**src/rtl/ps2_keycode_rx.sv**
```systemverilog
// ---------------------------------------------------------------------------
// ps2_keycode_rx
//   PS/2 keyboard receiver. Conditions the asynchronous PS/2 lines, frames
//   device->host bytes (start, 8 data LSB first, odd parity, stop), decodes
//   the E0 (extended) and F0 (break) prefixes, and presents the make code of
//   the currently held key.
//
// Ports
//   clk           system clock, all registers on its rising edge
//   rst_n         asynchronous active-low reset
//   ps2_clk       PS/2 clock line (asynchronous)
//   ps2_data      PS/2 data line (asynchronous)
//   key_code      make code of the held key, 0x00 when none is held
//   key_extended  held key was E0-prefixed
//   key_valid     one-cycle pulse per accepted make code (repeats included)
//   frame_err     one-cycle pulse on parity, stop-bit or timeout failure
// ---------------------------------------------------------------------------
module ps2_keycode_rx #(
   parameter int FILTER_LEN     = 4,
   parameter int TIMEOUT_CYCLES = 100000
) (
   input  logic       clk,
   input  logic       rst_n,
   input  logic       ps2_clk,
   input  logic       ps2_data,
   output logic [7:0] key_code,
   output logic       key_extended,
   output logic       key_valid,
   output logic       frame_err
);

   localparam int FW = $clog2(FILTER_LEN + 1);
   localparam int TW = $clog2(TIMEOUT_CYCLES + 1);

   typedef enum logic [1:0] {IDLE, DATA, PARITY, STOP} state_t;

   logic          ps2_clk_p0, ps2_clk_p1;
   logic          ps2_data_p0, ps2_data_p1;
   logic          clk_filt, clk_filt_d;
   logic [FW-1:0] filt_cnt;
   logic          fall;

   state_t        state;
   logic [2:0]    bit_cnt;
   logic [TW-1:0] to_cnt;
   logic          brk_pending, ext_pending;
   logic [7:0]    shreg;
   logic          par_bit;
   logic          byte_ok;

   // --- stage p0/p1: two-flop synchronisers; idle PS/2 lines are high
   always_ff @(posedge clk or negedge rst_n) begin
      if (!rst_n) begin
         ps2_clk_p0  <= 1'b1;
         ps2_clk_p1  <= 1'b1;
         ps2_data_p0 <= 1'b1;
         ps2_data_p1 <= 1'b1;
      end else begin
         ps2_clk_p0  <= ps2_clk;
         ps2_clk_p1  <= ps2_clk_p0;
         ps2_data_p0 <= ps2_data;
         ps2_data_p1 <= ps2_data_p0;
      end
   end

   // --- clock filter: the filtered clock follows the synced clock only
   //     after FILTER_LEN consecutive samples that disagree with it
   always_ff @(posedge clk or negedge rst_n) begin
      if (!rst_n) begin
         clk_filt   <= 1'b1;
         clk_filt_d <= 1'b1;
         filt_cnt   <= '0;
      end else begin
         clk_filt_d <= clk_filt;
         if (ps2_clk_p1 != clk_filt) begin
            if (filt_cnt == FW'(FILTER_LEN - 1)) begin
               clk_filt <= ps2_clk_p1;
               filt_cnt <= '0;
            end else begin
               filt_cnt <= filt_cnt + FW'(1);
            end
         end else begin
            filt_cnt <= '0;
         end
      end
   end

   assign fall = clk_filt_d & ~clk_filt;

   // Shift register and parity bit are pure data; they need no reset because
   // the FSM never interprets them before a full frame has refilled them.
   always_ff @(posedge clk) begin
      if (fall) begin
         if (state == DATA)   shreg   <= {ps2_data_p1, shreg[7:1]};
         if (state == PARITY) par_bit <= ps2_data_p1;
      end
   end

   // Odd parity over data+parity and a high stop bit.
   assign byte_ok = ps2_data_p1 & (^{shreg, par_bit});

   // --- frame FSM, timeout and prefix decode; outputs registered here
   always_ff @(posedge clk or negedge rst_n) begin
      if (!rst_n) begin
         state        <= IDLE;
         bit_cnt      <= '0;
         to_cnt       <= '0;
         brk_pending  <= 1'b0;
         ext_pending  <= 1'b0;
         key_code     <= 8'h00;
         key_extended <= 1'b0;
         key_valid    <= 1'b0;
         frame_err    <= 1'b0;
      end else begin
         key_valid <= 1'b0;
         frame_err <= 1'b0;
         if (fall) begin
            to_cnt <= '0;
            case (state)
               IDLE: begin
                  // A high bit here is a stray clock edge, not a start bit.
                  if (!ps2_data_p1) begin
                     state   <= DATA;
                     bit_cnt <= '0;
                  end
               end
               DATA: begin
                  if (bit_cnt == 3'd7) state <= PARITY;
                  else                 bit_cnt <= bit_cnt + 3'd1;
               end
               PARITY: state <= STOP;
               STOP: begin
                  state <= IDLE;
                  if (!byte_ok) begin
                     frame_err   <= 1'b1;
                     brk_pending <= 1'b0;
                     ext_pending <= 1'b0;
                  end else if (shreg == 8'hF0) begin
                     brk_pending <= 1'b1;
                  end else if (shreg == 8'hE0) begin
                     ext_pending <= 1'b1;
                  end else begin
                     if (brk_pending) begin
                        // Only the release of the key actually held clears it.
                        if (shreg == key_code && ext_pending == key_extended) begin
                           key_code     <= 8'h00;
                           key_extended <= 1'b0;
                        end
                     end else begin
                        key_code     <= shreg;
                        key_extended <= ext_pending;
                        key_valid    <= 1'b1;
                     end
                     brk_pending <= 1'b0;
                     ext_pending <= 1'b0;
                  end
               end
               default: state <= IDLE;
            endcase
         end else if (state != IDLE) begin
            if (to_cnt == TW'(TIMEOUT_CYCLES - 1)) begin
               state       <= IDLE;
               to_cnt      <= '0;
               frame_err   <= 1'b1;
               brk_pending <= 1'b0;
               ext_pending <= 1'b0;
            end else begin
               to_cnt <= to_cnt + TW'(1);
            end
         end
      end
   end

endmodule

```
**config.mk**
```make
export PLATFORM = sky130hd
export DESIGN_NAME = ps2_keycode_rx
export DESIGN_NICKNAME = d
export VERILOG_FILES = /design/src/rtl/ps2_keycode_rx.sv
export SDC_FILE = /design/constraint.sdc
export NUM_CORES = 1
export LEC_CHECK = 0
export CORE_MARGIN = 1
export CORE_UTILIZATION = 34
export CTS_BUF_LIST = sky130_fd_sc_hd__clkbuf_8
export CTS_CLUSTER_DIAMETER = 80
export DETAILED_ROUTE_END_ITERATION = 10
export GPL_TIMING_DRIVEN = 0
export PLACE_DENSITY_LB_ADDON = 0.25
export SYNTH_ARGS = -nofsm -noshare
export SYNTH_HDL_FRONTEND = slang
export SYNTH_SLANG_ARGS = --single-unit
export TNS_END_PERCENT = 20
```
**constraint.sdc**
```tcl
create_clock -name clk -period 2.2 [get_ports clk]
set_input_delay 0.66 -clock clk [delete_from_list [all_inputs] [get_ports clk]]
set_output_delay 0.66 -clock clk [all_outputs]
set_load 0.05 [all_outputs]
```
[Word level (Yosys, flattened, before mapping)]
Index checks and enable logic that the tools add are counted.
Word-level totals
  register bits: 53
  word-level logic and storage cells: 101
  bits of input ports: 4
Operators by class
  $add $sub $neg: 3
  muxes and demuxes: 41
  reductions and logical operators: 15
  equality and inequality tests: 19
  bitwise logic cells: 5
Operators by type and width (count)
  17-bit two-way mux: 3
  1-bit two-way mux: 25
  17-bit by 1-bit adder with 17-bit output, second input constant: 1
  17-bit equality test, second input constant: 1
  8-bit equality test, second input constant: 2
  8-bit two-way mux: 2
  4-bit AND reduction: 4
  3-bit two-way mux: 4
  2-bit two-way mux: 5
  9-bit XOR reduction: 1
  8-bit equality test: 1
  2-bit one-hot mux with 4 select lines: 1
  2-bit nonzero test: 4
  3-bit by 1-bit adder with 3-bit output, second input constant: 2
  3-bit != test, second input constant: 2
  3-bit one-hot mux with 2 select lines: 1
  2-bit AND reduction: 3
  6-bit AND reduction: 1
  2-bit equality test, second input constant: 2
  2-bit by 1-bit != test with 1-bit output, second input constant: 2
  2-bit != test, second input constant: 2
  4-bit != test, second input constant: 1
  3-bit by 2-bit equality test with 1-bit output, second input constant: 1
  3-bit equality test, second input constant: 1
  other kinds (8): 11

[Depth between registers and ports, before layout]
  depth after elaboration: 6
  mapped depth: 8

[Least setup slack after synthesis]
No wires, ideal clock.
  path kind: register to register
  start: register to_cnt[5]
  end: register state[0]
  library setup time: 0.079 ns
  buffers on the path: 0
  clock period less this slack: 2.093 ns
  arrival time: 2.013 ns
  stages on the path, launching flop included: 6
  slack: 0.107 ns
  required time: 2.121 ns
  cell sequence: dfrtp_1 > or4b_1 > or4_4 > o31ai_4 > o211a_4 > mux2i_1
On the way
  longest elaborated chain between the ends: 3
RTL lines
  start, declared: RTL line 45  | logic [TW-1:0] to_cnt;
  start signal, assigned: RTL line 168  | to_cnt <= to_cnt + TW'(1);
  17-bit equality test: RTL line 161  | if (to_cnt == TW'(TIMEOUT_CYCLES - 1)) begin
  2-bit nonzero test (no line)
  4-bit AND reduction (no line)
  end signal, assigned: RTL line 133  | state <= IDLE;
  end signal, assigned: RTL line 158  | default: state <= IDLE;
  end signal, assigned: RTL line 162  | state <= IDLE;
  end, declared: RTL line 43  | state_t state;
No other way between the ends.
A chain may end at the register's enable or synchronous reset.

[Worst setup path in the final report]
  start: register to_cnt[13]
  end: register state[1]
The elaborated chain is that of the path after synthesis.

==> insert_results.sql <==
INSERT INTO impl_metrics (metric_group, metric, value, unit) VALUES
('routing', 'firstDrtPassIters', '4', ''),
('run_status', 'outcome', 'finished, final reports clean', ''),
('cells_and_area', 'multiInputGateArea', '1150', 'um^2'),
('sta', 'fin_worst_hold_slack', '0.203', 'ns'),
('cells_and_area', 'sequential_cell_area', '1380', 'um^2'),
('logic_synthesis', 'ffs_w_async_s_r_synth', '83.0', '%'),
('routing', 'iter_0_drt_violations', '44', ''),
('routing', 'drcViolationCount', '0', ''),
('placed_design', 'place_ws', '-0.0713', 'ns'),
('sta', 'final-setup-viol-count', '0', ''),
('cells_and_area', 'layout-area-overhead-vs-synth', '16.5', '%'),
('logic_synthesis', 'muxShareOfSynthArea', '1.22', '%'),
('logic_synthesis', 'post_synth_fa_ha_maj_area_fraction', '3.92', '%'),
('setup_path', 'worstPathArrival', '2.41', 'ns'),
('cells_and_area', 'drive_above_1_share', '11.2', '%'),
('floorplan', 'design.die.area', '7870', 'um^2'),
('placed_design', 'number_of_input_and_output_port_buffers_inserted', '14', ''),
('logic_synthesis', 'synth_simple_gate_area_share', '18.5', '%'),
('floorplan', 'floorplan.rows', '31', ''),
('setup_path', 'crit_fanout', '4', ''),
('logic_synthesis', 'netlist_instances', '225', ''),
('pwr', 'total_leakage_power', '0.00118', 'uW'),
('logic_synthesis', 'synth_sequential_area_ratio', '53.9', '%'),
('sta', 'worst-slew-pin-transition', '0.665', 'ns'),
('clock_network', 'cts-buffers-inserted', '5', ''),
('routing', 'final_antenna_net_count', '0', ''),
('global_routing', 'first_pass_grt_wire_length', '7500', 'um'),
('logic_synthesis', 'synth_cell_types', '44', ''),
('sta', 'grt_setup_unrepaired', 'true', ''),
('sta', 'worst_clock_skew', '0.0112', 'ns'),
('clock_network', 'clk_path_buf_depth', '2', ''),
('setup_path', 'crit_required', '2.43', 'ns'),
('clock_network', 'clk_transition_reported_paths', '0.10', 'ns'),
('placed_design', 'routabilityCongestion', '0.771', ''),
('setup_path', 'cp-end-kind', 'flip-flop', ''),
('routing', 'wl', '4500', 'um'),
('global_routing', 'grt_antenna_before_repair', '0', ''),
('global_routing', 'globalRouteTotalUtil', '12.5', '%'),
('floorplan', 'initial_core_util', '35.2', '%'),
('placed_design', 'dp_hpwl', '3240', 'um'),
('pwr', 'vdd_drop_max', '0.313', 'mV'),
('sta', 'final_worst_slack', '0.0114', 'ns'),
('logic_synthesis', 'synth_area_per_cell', '11.4', 'um^2'),
('worst_hold_path', 'holdCritPathClass', 'in -> async', ''),
('logic_synthesis', 'ys_ff_latch', '53', ''),
('sta', 'finalCritPeriodShare', '99.5', '%'),
('flow_run', 'max_capacitance_violation_total', '0', ''),
('cells_and_area', 'final_core_area_utilization', '41.1', '%'),
('clock_network', 'cts-htree-levels', '2', ''),
('setup_path', 'crit_chain', 'or4b_4 > or4_4 > o31ai_4 > o211a_4 > mux2i_1', ''),
('routing', 'routed_length_per_placed_instance', '12.9', 'um'),
('logic_synthesis', 'synth_top_family_by_area', 'simple AND/OR/NAND/NOR gates', ''),
('sta', 'slew_headroom', '55.3', '%'),
('setup_path', 'cpPeakStageDelay', '0.55', 'ns'),
('floorplan', 'die_w', '88.7', 'um'),
('clock_network', 'clkLatencyLatePin', '0.31', 'ns'),
('clock_network', 'cts_tree', 'yes', ''),
('global_routing', 'gr-total-overflow', '0', ''),
('cells_and_area', 'fillers', '741', ''),
('setup_path', 'critPathLaunchType', 'flip-flop', ''),
('logic_synthesis', 'synth.yosys.warnings', '0', ''),
('pwr', 'pwr_density_cell', '936', 'nW/um^2'),
('floorplan', 'core_area', '7250', 'um^2'),
('logic_synthesis', 'synth_compound_area_share', '10.1', '%'),
('routing', 'via_count_of_the_routed_design', '1687', ''),
('logic_synthesis', 'synth_xor_xnor_area_share', '10.5', '%'),
('global_routing', 'grt_start_max_net_pins', '35', ''),
('sta', 'clock.fmax', '0.457', 'GHz'),
('sta', 'finalMaxSlewViolations', '0', ''),
('floorplan', 'top_level_ports', '15', ''),
('logic_synthesis', 'synth_nets', '237', '');
[cell type report]
class,instances,share of cell area (%)
timing repair buffer,17,5.34
tap,99,4.16
inverter,6,0.756
buffer,6,0.966
sequential,53,46.3
multi-input combinational,160,38.7
clock buffer,5,2.31
clock inverter,3,1.43
[worst paths after layout]
check                      startpoint     endpoint  slack, ns  depth (start not counted)
max                        to_cnt[13]     state[1]       0.01                          5
min                             rst_n  key_code[6]       0.20                          1
max reg2reg                to_cnt[13]     state[1]       0.01                          5
min reg2reg                ps2_clk_p0   ps2_clk_p1       0.36                          0
max in group asynchronous       rst_n  ps2_data_p0       1.45                          2
min in group clk           ps2_clk_p0   ps2_clk_p1       0.36                          0
[cell usage after synthesis, types with 2 or more instances]
library cell / number / area (um^2)
nor2b_1: 4 / 25.0
or4_1: 2 / 15.0
a21oi_1: 4 / 20.0
nor2_1: 18 / 67.6
nand2_1: 17 / 63.8
nand4_1: 5 / 31.3
and3_1: 3 / 18.8
mux2i_1: 2 / 20.0
o22a_1: 2 / 17.5
clkbuf_1: 4 / 15.0
nand3_1: 7 / 35.0
nor4_1: 3 / 18.8
nand2b_1: 2 / 12.5
xor2_1: 15 / 131
inv_1: 6 / 22.5
dfrtp_1: 38 / 951
xnor2_1: 13 / 114
edfxtp_1: 9 / 270
and2_1: 13 / 81.3
o21ai_0: 9 / 45.0
nor3_1: 4 / 20.0
ha_1: 8 / 100
dfstp_2: 6 / 158
a221o_1: 9 / 90.1
or3_1: 3 / 18.8
[power by group]
part           internal [uW]  leakage, uW  switching [uW]
Sequential              1140     0.000628             121
Clock                    337    0.0000595             318
Combinational            375     0.000493             494
Total                   1850      0.00118             933
[cells by family (layout without fill, tap and decap cells)]
family / count (synthesis) / count (layout)
simple gates: 88 / 88
fa+ha+maj: 8 / 8
flops: 53 / 53
mux: 3 / 3
buf+inv: 12 / 37
xor+xnor: 29 / 29
compound gates: 32 / 32
[metrics by stage]
step / instances / instance area (um^2) / setup TNS [ns]
floorplan: 225 / 2560 / 0
global placement: 338 / 2820 / -30.71
detailed placement: 339 / 2840 / -0.784
CTS: 348 / 2960 / -0.00109
global route: 349 / 2980 / -0.140
finish: 349 / 2980 / 0
[state kept, by name, indices dropped and copies added (netlist names)]
signal        cells
ps2_data_p0       1
state             2
brk_pending       1
bit_cnt           3
filt_cnt          3
clk_filt_d        1
ext_pending       1
ps2_data_p1       1
to_cnt           17
key_valid         1
key_extended      1
clk_filt          1
shreg             8
key_code          8
frame_err         1
ps2_clk_p1        1
ps2_clk_p0        1
par_bit           1
[critical path, delay by kind of cell (launching register included)]
family | cells | cell delay (ns)
AO/OA/AOI/OAI | 2 | 0.51
multiplexers | 1 | 0.18
AND/OR/NAND/NOR | 2 | 1.01
flip-flops | 1 | 0.42
[layer usage]
| metal | wire length (um) | GRT usage [%] | vias to the layer above |
|---|---|---|---|
| li1 | - | - | 842 |
| met1 | 2280 | 16.5 | 812 |
| met2 | 2010 | 20.4 | 28 |
| met3 | 157 | 2.80 | 5 |
| met4 | 46 | 3.96 | 0 |
| met5 | 0 | 0 | - |
[placed cells by master, fill, tap and decap left out, types with 8 or more instances in the layout]
cell type / Yosys / final
a221o_1: 9 / 9
xor2_1: 15 / 15
nor2_1: 18 / 18
xnor2_1: 13 / 12
edfxtp_1: 9 / 9
and2_1: 13 / 13
nand2_1: 17 / 17
o21ai_0: 9 / 9
dlygate4sd2_1: 0 / 9
ha_1: 8 / 8
dfrtp_1: 38 / 38
[timing repair]
action,CTS,global route
hold buffers,0,0
pin swaps,1,0
gates resized for setup,13,4
endpoints found under the setup margin,24,15
setup buffers,1,1
cloned,0,0
No activity file was read; power rests on OpenSTA's default activity.
